`src/rtl/music_pkg.sv`:
```
// Shared constants and FSM state type for the music sequencer.
// Latency: none (declarations only).
// Backpressure: not applicable.
package music_pkg;

  localparam int NOTE_W = 5;
  localparam int DUR_W  = 3;

  localparam logic [NOTE_W-1:0] NOTE_REST = 5'd0;
  localparam logic [NOTE_W-1:0] NOTE_END  = 5'd31;

  typedef enum logic [1:0] {
    IDLE  = 2'd0,
    FETCH = 2'd1,
    LOAD  = 2'd2,
    PLAY  = 2'd3
  } state_t;

endpackage

```
`src/rtl/music_sequencer_beat_timer.sv`:
```
// Beat timer: one-cycle tick every BEAT_DIV enabled cycles.
// Latency: first tick BEAT_DIV cycles after clear; tick is combinational from the count.
// Backpressure: hold freezes the count and masks the tick; clear restarts from zero.
module beat_timer #(
  parameter int BEAT_DIV = 12500000
) (
  input  logic clk,
  input  logic rstn,
  input  logic clear,
  input  logic hold,
  output logic tick
);

  localparam int CNT_W = (BEAT_DIV > 1) ? $clog2(BEAT_DIV) : 1;
  localparam logic [CNT_W-1:0] CNT_MAX = CNT_W'(BEAT_DIV - 1);

  logic [CNT_W-1:0] cnt;

  assign tick = !clear && !hold && (cnt == CNT_MAX);

  // Beat-phase counter; a clear takes precedence so a new note always starts on a fresh beat.
  always_ff @(posedge clk or negedge rstn) begin
    if (!rstn) begin
      cnt <= '0;
    end else if (clear) begin
      cnt <= '0;
    end else if (tick) begin
      cnt <= '0;
    end else if (!hold) begin
      cnt <= cnt + CNT_W'(1);
    end
  end

endmodule

```
`src/rtl/music_sequencer.sv`:
```
// Score sequencer: walks a synchronous score ROM and drives note codes; optional SFX override (SFX_OVERRIDE_EN).
// Latency: 2 silent cycles (FETCH, LOAD) per entry, then (dur+1)*BEAT_DIV cycles of note; outputs registered.
// Backpressure: an active sound-effect request freezes the FSM and beat timer until released.
module music_sequencer
  import music_pkg::*;
#(
  parameter int ADDR_W   = 8,
  parameter int BEAT_DIV = 12500000
) (
  input  logic              clk,
  input  logic              rstn,
  input  logic              start,
  input  logic              stop,
  input  logic              loop_en,
  output logic [ADDR_W-1:0] rom_addr,
  input  logic [7:0]        rom_data,
  input  logic              sfx_req,
  input  logic [4:0]        sfx_note,
  output logic              sfx_ack,
  output logic [4:0]        note_code,
  output logic              busy
);

  localparam logic [DUR_W:0] ONE_BEAT = 1;

  state_t              state, state_nxt;
  logic [ADDR_W-1:0]   addr_nxt;
  logic [DUR_W:0]      beats_left, beats_nxt;
  logic [NOTE_W-1:0]   score_note, score_nxt;
  logic                timer_clear;
  logic                timer_hold;
  logic                tick;
  logic                sfx_active;
  logic                freeze;

`ifdef SFX_OVERRIDE_EN
  assign sfx_active = sfx_req;
`else
  // Sound effects compiled out: the ports stay for pin compatibility only.
  logic unused_sfx;
  assign unused_sfx = ^{sfx_req, sfx_note};
  assign sfx_active = 1'b0;
`endif

  // start/stop act even while a sound effect owns the output.
  assign freeze     = sfx_active && !stop && !start;
  assign timer_hold = freeze || (state != PLAY);

  beat_timer #(
    .BEAT_DIV (BEAT_DIV)
  ) u_beat_timer (
    .clk   (clk),
    .rstn  (rstn),
    .clear (timer_clear),
    .hold  (timer_hold),
    .tick  (tick)
  );

  // Next-state and datapath decode; stop beats start, both beat the SFX freeze.
  always_comb begin
    state_nxt   = state;
    addr_nxt    = rom_addr;
    beats_nxt   = beats_left;
    score_nxt   = score_note;
    timer_clear = 1'b0;
    if (stop) begin
      state_nxt   = IDLE;
      addr_nxt    = '0;
      beats_nxt   = '0;
      score_nxt   = NOTE_REST;
      timer_clear = 1'b1;
    end else if (start) begin
      state_nxt   = FETCH;
      addr_nxt    = '0;
      beats_nxt   = '0;
      score_nxt   = NOTE_REST;
      timer_clear = 1'b1;
    end else if (!freeze) begin
      case (state)
        IDLE:  state_nxt = IDLE;
        FETCH: state_nxt = LOAD;
        LOAD: begin
          if (rom_data[7:3] == NOTE_END) begin
            if (loop_en) begin
              state_nxt = FETCH;
              addr_nxt  = '0;
            end else begin
              state_nxt = IDLE;
            end
          end else begin
            state_nxt   = PLAY;
            beats_nxt   = {1'b0, rom_data[DUR_W-1:0]} + ONE_BEAT;
            score_nxt   = rom_data[7:3];
            timer_clear = 1'b1;
          end
        end
        PLAY: begin
          if (tick) begin
            if (beats_left == ONE_BEAT) begin
              state_nxt = FETCH;
              addr_nxt  = rom_addr + ADDR_W'(1);
              beats_nxt = '0;
              score_nxt = NOTE_REST;
            end else begin
              beats_nxt = beats_left - ONE_BEAT;
            end
          end
        end
        default: state_nxt = IDLE;
      endcase
    end
  end

  // State, score registers and registered outputs; the SFX note bypasses the score note.
  always_ff @(posedge clk or negedge rstn) begin
    if (!rstn) begin
      state      <= IDLE;
      rom_addr   <= '0;
      beats_left <= '0;
      score_note <= NOTE_REST;
      note_code  <= NOTE_REST;
      busy       <= 1'b0;
      sfx_ack    <= 1'b0;
    end else begin
      state      <= state_nxt;
      rom_addr   <= addr_nxt;
      beats_left <= beats_nxt;
      score_note <= score_nxt;
      note_code  <= sfx_active ? sfx_note : score_nxt;
      busy       <= (state_nxt != IDLE);
      sfx_ack    <= sfx_active;
    end
  end

endmodule

```
`config.mk`:
```
export PLATFORM = sky130hd
export DESIGN_NAME = music_sequencer
export DESIGN_NICKNAME = d
export VERILOG_FILES = /design/src/rtl/music_pkg.sv /design/src/rtl/music_sequencer_beat_timer.sv /design/src/rtl/music_sequencer.sv
export SDC_FILE = /design/constraint.sdc
export NUM_CORES = 1
export LEC_CHECK = 0
export BUFFER_PORTS_ARGS = -buffer_cell sky130_fd_sc_hd__buf_2
export CORE_ASPECT_RATIO = 0.9
export CORE_MARGIN = 5
export CORE_UTILIZATION = 40
export CTS_CLUSTER_SIZE = 8
export DETAILED_ROUTE_END_ITERATION = 7
export SLEW_MARGIN = 20
export SYNTH_ARGS = -nofsm -noshare
export SYNTH_HDL_FRONTEND = slang
export SYNTH_HIERARCHICAL = 1
export SYNTH_SLANG_ARGS = --single-unit
```
`constraint.sdc`:
```
create_clock -name clk -period 5 [get_ports clk]
set_input_delay 0.5 -clock clk [delete_from_list [all_inputs] [get_ports clk]]
set_output_delay 0.5 -clock clk [all_outputs]
set_load 0.01 [all_outputs]
```
* Yosys cells after proc, flatten, opt, wreduce, memory -nomap -nowiden
Index checks and enable logic that the tools add are counted.
** Word-level totals
- Input port bits :: 19
- Latch bits :: 0
- Register bits after elaboration :: 44
- Word-level logic and storage cells :: 66
- Memory bits (read-only) :: 0
- Memories kept :: 0
- Bits in writable memories :: 0
- Output and inout bits :: 15
** Cells by class
- Divide/modulo/power cells :: 0
- Multiply operators :: 0
- Bitwise gates (word level) :: 0
- Order comparisons :: 0
- Shifts and indexed selects :: 0
- Mux-type cells :: 33
- Equality and inequality tests :: 13
- Reductions and logical operators :: 10
- Add/sub/neg operators :: 4
** Operators with widths (number)
- 24-bit 2-to-1 mux :: 3
- 8-bit 2-to-1 mux :: 6
- 5-bit 2-to-1 mux :: 5
- 24-bit by 1-bit adder with 24-bit output, second input constant :: 1
- 24-bit == test, second input constant :: 1
- 4-bit 2-to-1 mux :: 5
- 4-bit inequality test, second input constant :: 5
- 8-bit one-hot mux with 2 select lines :: 1
- 2-bit 2-to-1 mux :: 5
- 5-bit one-hot mux with 2 select lines :: 1
- 8-bit by 1-bit adder with 8-bit output, second input constant :: 1
- 2-bit one-hot mux with 4 select lines :: 1
- 4-bit one-hot mux with 2 select lines :: 1
- 5-bit == test, second input constant :: 1
- 1-bit 2-to-1 mux :: 5
- 5-bit AND reduction :: 1
- 3-bit by 1-bit adder with 4-bit output, second input constant :: 1
- 2-bit == test, second input constant :: 2
- 4-bit by 1-bit == test with 1-bit output, second input constant :: 1
- 4-bit AND reduction :: 1
- 4-bit nonzero test :: 1
- 4-bit by 1-bit subtractor with 4-bit output, second input constant :: 1
- 3-bit by 2-bit inequality test with 1-bit output, second input constant :: 1
- 3-bit AND reduction :: 1
- other kinds (6) :: 8

* Longest topological paths before layout
- Depth in word-level cells :: 13
- Mapped depth :: 9
- Mapped depth without buffers :: 9

* By module
The synthesis kept the hierarchy.
** Modules (own cells, without submodules)
- beat_timer :: seq. area each 600.6 µm², area an instance 1386.3 µm², cells an instance 164, instances 1
- music_sequencer :: seq. area each 500.5 µm², area an instance 1186.1 µm², cells an instance 129, instances 1

* Worst setup path before layout
Ideal clock, no wire load.
- Kind :: register -> register
- Start point :: reg u_beat_timer.cnt[7]
- End point :: reg busy
- Path slack :: 2.557 ns
- Library setup time :: 0.127 ns
- Stages on the path, launching flop included :: 9
- Data arrival time :: 2.316 ns
- Clock period less this slack :: 2.443 ns
- Buffers on the path :: 0
- Data required time :: 4.873 ns
- Cells stage by stage :: dfrtp_1 or4b_4 nor4_4 nand3_1 nor3_1 nand4bb_1 o21ai_0 a21oi_1 or2_2
** Between the ends
- Word-level cells in the longest chain between the ends :: 7
** RTL lines
- start: declaration :: RTL line music_sequencer_beat_timer.sv:17 : logic [CNT_W-1:0] cnt;
- start signal: assignment :: RTL line music_sequencer_beat_timer.sv:30 : cnt <= cnt + CNT_W'(1);
- 24-bit == test :: RTL line music_sequencer_beat_timer.sv:19 : assign tick = !clear && !hold && (cnt == CNT_MAX);
- 1-bit logical AND :: RTL line music_sequencer_beat_timer.sv:19
- via tick :: RTL line music_sequencer.sv:32 : logic tick;
- 2-bit 2-to-1 mux :: RTL line music_sequencer.sv:98 : if (tick) begin
- 2-bit one-hot mux with 4 select lines :: RTL line music_sequencer.sv:79 : case (state)
- 2-bit 2-to-1 mux :: RTL line music_sequencer.sv:72 : end else if (start) begin
- 2-bit 2-to-1 mux :: RTL line music_sequencer.sv:66 : if (stop) begin
- via state_nxt[1] :: RTL line music_sequencer.sv:26 : state_t state, state_nxt;
- 2-bit nonzero test :: RTL line music_sequencer.sv:130 : busy <= (state_nxt != IDLE);
- end signal: assignment :: RTL line music_sequencer.sv:130
- end: declaration :: RTL line music_sequencer.sv:21 : output logic busy
The timed path passes the listed nets, and every way through them passes these cells.
A chain may end at the register's enable or synchronous reset.

* Worst setup path in the final report
- Start point :: reg u_beat_timer.cnt[7]
- End point :: reg rom_addr[7]
** Between the ends
- Word-level cells in the longest chain between the ends :: 4
** RTL lines
- 24-bit == test :: RTL line music_sequencer_beat_timer.sv:19
- 1-bit logical AND :: RTL line music_sequencer_beat_timer.sv:19
- via tick :: RTL line music_sequencer.sv:32
- 4-bit inequality test (no line)
- 5-bit AND reduction (no line)
- end signal: assignment :: RTL line music_sequencer.sv:126 : rom_addr <= addr_nxt;
- end: declaration :: RTL line music_sequencer.sv:15 : output logic [ADDR_W-1:0] rom_addr,
The timed path passes the listed nets, and every way through them passes these cells.

==> impl_results.rst <==
.. list-table::
   :header-rows: 1

   * - Metric
     - Value
   * - Std cell rows
     - 27
   * - Per-cell via count in the routed design
     - 5.64
   * - Net count of the mapped netlist
     - between 300 and 400
   * - Clock-pin slew on the worst setup and hold paths
     - 0.08 ns
   * - Overall via count from detail_route
     - 2266
   * - Number of synthesized flops with an enable pin
     - 0
   * - TritonCTS Buffers
     - 5
   * - Synthesized instance count
     - 293
   * - Setup Skew
     - ~0.0053 ns
   * - IO buf count
     - 26
   * - Net count, final
     - 338
   * - Power per cell area
     - 221 nW/um^2
   * - Outcome
     - complete, no violations
   * - Antenna Cells
     - 0
   * - Area share of the largest cell type after synthesis
     - 0.428
   * - Post-route clock period utilization
     - 0.586
   * - CTS max path bufs
     - 2
   * - Sw Share
     - 0.235
   * - Count of distinct cell types in the synthesized netlist
     - 54
   * - Ratio of cells with drive above 1 in the final layout
     - 0.146
   * - CTS tree
     - built
   * - Final Hold Vio Count
     - 0
   * - Final Critical Period
     - 2.93 ns
   * - Final worst slack
     - a little over 2 ns
   * - Slew of the pin with the lowest slew margin
     - 0.979 ns
   * - Remaining design rule violation count
     - 0
   * - Post-synthesis instance area
     - 2570 sq um
   * - Total gr overflow
     - 0
   * - Max-slew headroom at the worst pin
     - 0.342
   * - WL/cell
     - 14.3 um
   * - Type of the worst setup path
     - register to register
   * - CP arrival
     - between 3 and 4 ns
   * - Area enclosed by the die boundary
     - 8140 sq um
   * - Unrepaired setup endpoints after global routing
     - no
   * - Met3 wirelength from detailed routing
     - 206 um
   * - Antenna viol nets, final
     - 0
   * - Relative contribution of the clock network to total power
     - 0.364
   * - Startpoint type of the worst setup path
     - register
   * - Detailed route wirelength on metal2
     - 2530 um
   * - Internal Power
     - between 0.4 and 0.5 mW
   * - Effective utilization at floorplan
     - 0.416
   * - Worst R2R Setup Slack
     - 2.07 ns
   * - Clk Latency, worst-skew pair
     - roughly 0.29 ns
   * - Hold Buf Count CTS
     - 0
   * - Async SR Flop Fraction
     - 1.00
   * - Buffer count from post-CTS setup fixing
     - 0
   * - Avg Cell Area, Syn
     - 8.78 sq um
   * - Via count of the first global-routing pass
     - 2149
   * - Sum of routed wire length over all layers
     - 5760 um
   * - CP Capture Type
     - register
   * - DR iter-0 viols
     - 146
   * - Count of warnings emitted by yosys
     - 6
   * - Final total negative setup slack
     - 0 ns
   * - Sequential share of power
     - 0.571
   * - CTS Root Cell
     - clkbuf_8
   * - Die X-Extent
     - 94.5 um
   * - Sequential area share after synthesis
     - 0.428
   * - Global-route wire length before repair
     - 10100 um
   * - Deepest level of the CTS H-tree
     - 2
   * - Sum of routed wire segments on met1
     - 2990 um
   * - Clock Sink Count
     - 44
   * - Gate power share
     - 0.065
   * - Worst hold-check path type
     - input port to asynchronous set/reset pin
   * - GRT Resource Usage Total
     - 0.152
   * - Number of synthesized register bits
     - 44
   * - Highest attainable clock frequency
     - between 0.3 and 0.4 GHz
   * - Top Ports
     - 34
   * - Max cap viols
     - 0
   * - Worst supply voltage drop on vdd
     - around 110 uV
   * - Leading post-synthesis cells by cell area
     - dfrtp_1 (43%), a31oi_1 (4.9%), nand2_1 (4.8%), a21oi_1 (4.5%), nor2_1 (3.4%)
   * - Number of antenna violations at the first check in global routing
     - 0
   * - Crit-path max FO
     - 7
   * - Area of the multi-input gates
     - 1360 sq um
   * - Post-CTS resize count
     - 0
   * - Net switching power figure
     - about 0.15 mW
   * - Die Y-Extent
     - 86.1 um
   * - Most common flop cell mapped by yosys
     - dfrtp_1
   * - Area growth from synthesis to layout
     - 11.0%
   * - Largest net degree at the start of global routing
     - 45
   * - Total of endpoints with negative setup slack in the final report
     - 0
   * - Register area
     - 1100 sq um
   * - Number of optimization iterations in the first detailed-route pass
     - 4
   * - Std-Cell Core Area
     - 6180 sq um
   * - Required time worst endpoint
     - 5.22 ns
   * - Sum of net half-perimeters after detailed placement
     - ~4000 um
   * - Leakage dissipation
     - 1.16 nW
   * - Final weighted congestion in routability-driven placement
     - around 0.77
   * - Top metal layer carrying routed signals
     - met4
   * - Worst-case setup slack after placement
     - 1.96 ns
   * - Area leader, netlist
     - dfrtp_1
   * - Number of max-slew violations in the final report
     - 0
   * - Number of fill cells
     - 593
-- critical path, cell delays in order, from the launching register on --
cell and delay, ns:
dfrtp_1 0.46, or4b_4 0.58, nor4_4 0.29, nand3_1 0.13, nor3_1 0.32, nand4bb_1 0.37, nor3_2 0.38, a41oi_1 0.17
a31oi_1 0.16
-- area by class of cell --
| type | count | area share |
|---|---|---|
| clock buffers | 8 | 0.0316 |
| inverters | 15 | 0.0197 |
| multi-input cells | 221 | 0.476 |
| flip-flops and latches | 44 | 0.386 |
| well taps | 87 | 0.0381 |
| repair buffers | 27 | 0.0491 |
-- cells in the mapped netlist (2+ instances only) --
| cell | n |
|---|---|
| a211oi_1 | 4 |
| a21oi_1 | 23 |
| a22o_1 | 7 |
| a31oi_1 | 20 |
| a41oi_1 | 5 |
| and3_1 | 5 |
| buf_2 | 2 |
| buf_4 | 2 |
| buf_6 | 2 |
| clkbuf_1 | 7 |
| dfrtp_1 | 44 |
| ha_1 | 5 |
| inv_1 | 14 |
| mux2_2 | 2 |
| nand2_1 | 33 |
| nand2b_1 | 3 |
| nand3_1 | 16 |
| nand4_1 | 7 |
| nor2_1 | 23 |
| nor2b_1 | 3 |
| nor3_1 | 11 |
| o211ai_1 | 2 |
| o21ai_0 | 14 |
| o21bai_1 | 2 |
| or2_2 | 2 |
| or2b_1 | 2 |
| or3_1 | 4 |
| or4_1 | 3 |
-- cell usage in the layout (no fill, tap or decap), types with 3 or more instances in the layout --
cell      instances
a41oi_1           5
nand2_1          33
nand2b_1          3
nand4_1           7
dfrtp_1          44
or4_1             3
nor3_1           11
buf_2            25
clkbuf_8          6
a211oi_1          4
inv_1            14
a21oi_1          23
nor2b_1           3
ha_1              5
or3_1             4
o21ai_0          14
a31oi_1          20
nand3_1          16
a22o_1            7
nor2_1           23
and3_1            5
-- routing by layer --
metal,vias to the layer above,track usage
met4,0,0.0393
met2,45,0.238
li1,1134,-
met1,1083,0.218
met5,-,0
met3,4,0.0281
-- worst paths after layout --
| kind | start | end | cells after the start |
|---|---|---|---|
| setup reg to reg | u_beat_timer/cnt[7] | rom_addr[7] | 8 |
| max in group asynchronous | rstn | u_beat_timer/cnt[20] | 1 |
| hold reg to reg | u_beat_timer/cnt[13] | u_beat_timer/cnt[13] | 1 |
| hold / removal | rstn | beats_left[1] | 1 |
| min in group clk | stop | state[0] | 2 |
| setup / recovery | u_beat_timer/cnt[7] | rom_addr[7] | 8 |
-- cell families (layout without fill, tap and decap cells) --
family,after synthesis,count (layout),share of synthesized area
flops,44,44,0.428
buf+inv,28,50,0.0506
fa+ha+maj,5,5,0.0243
xor+xnor,2,2,0.00681
compound gates,89,89,0.232
mux,2,2,0.00875
simple gates,122,122,0.249
other cells,1,1,0.00146
-- through the flow --
| step | util | cell area [sq um] | power [mW] | hold WS (ns) | std cells |
|---|---|---|---|---|---|
| after floorplan | - | 2570 | 0.390 | 0.204 | 293 |
| after global placement | 0.447 | 2760 | 0.409 | 0.468 | 394 |
| after detailed placement | 0.447 | 2760 | 0.409 | 0.468 | 394 |
| after CTS | 0.461 | 2850 | 0.641 | 0.385 | 402 |
| after global routing | 0.462 | 2860 | 0.662 | 0.240 | 402 |
| final | 0.462 | 2860 | 0.632 | 0.200 | 402 |
-- flip-flops by register name (all words and copies together) (netlist names) --
signal / count
busy: 1
score_note: 5
state: 2
beats_left: 4
u_beat_timer/cnt: 24
rom_addr: 8
-- power by group through the flow --
stage	Combinational, mW	Sequential, mW	Clock, mW
6_report	0.0410	0.361	0.230
5_1_grt	0.0467	0.361	0.254
4_1_cts	0.0419	0.361	0.239
3_5_place_dp	0.0418	0.368	0
3_3_place_gp	0.0412	0.368	0
2_1_floorplan	0.0228	0.367	0
Note: power is estimated with default switching activity, not from simulation.
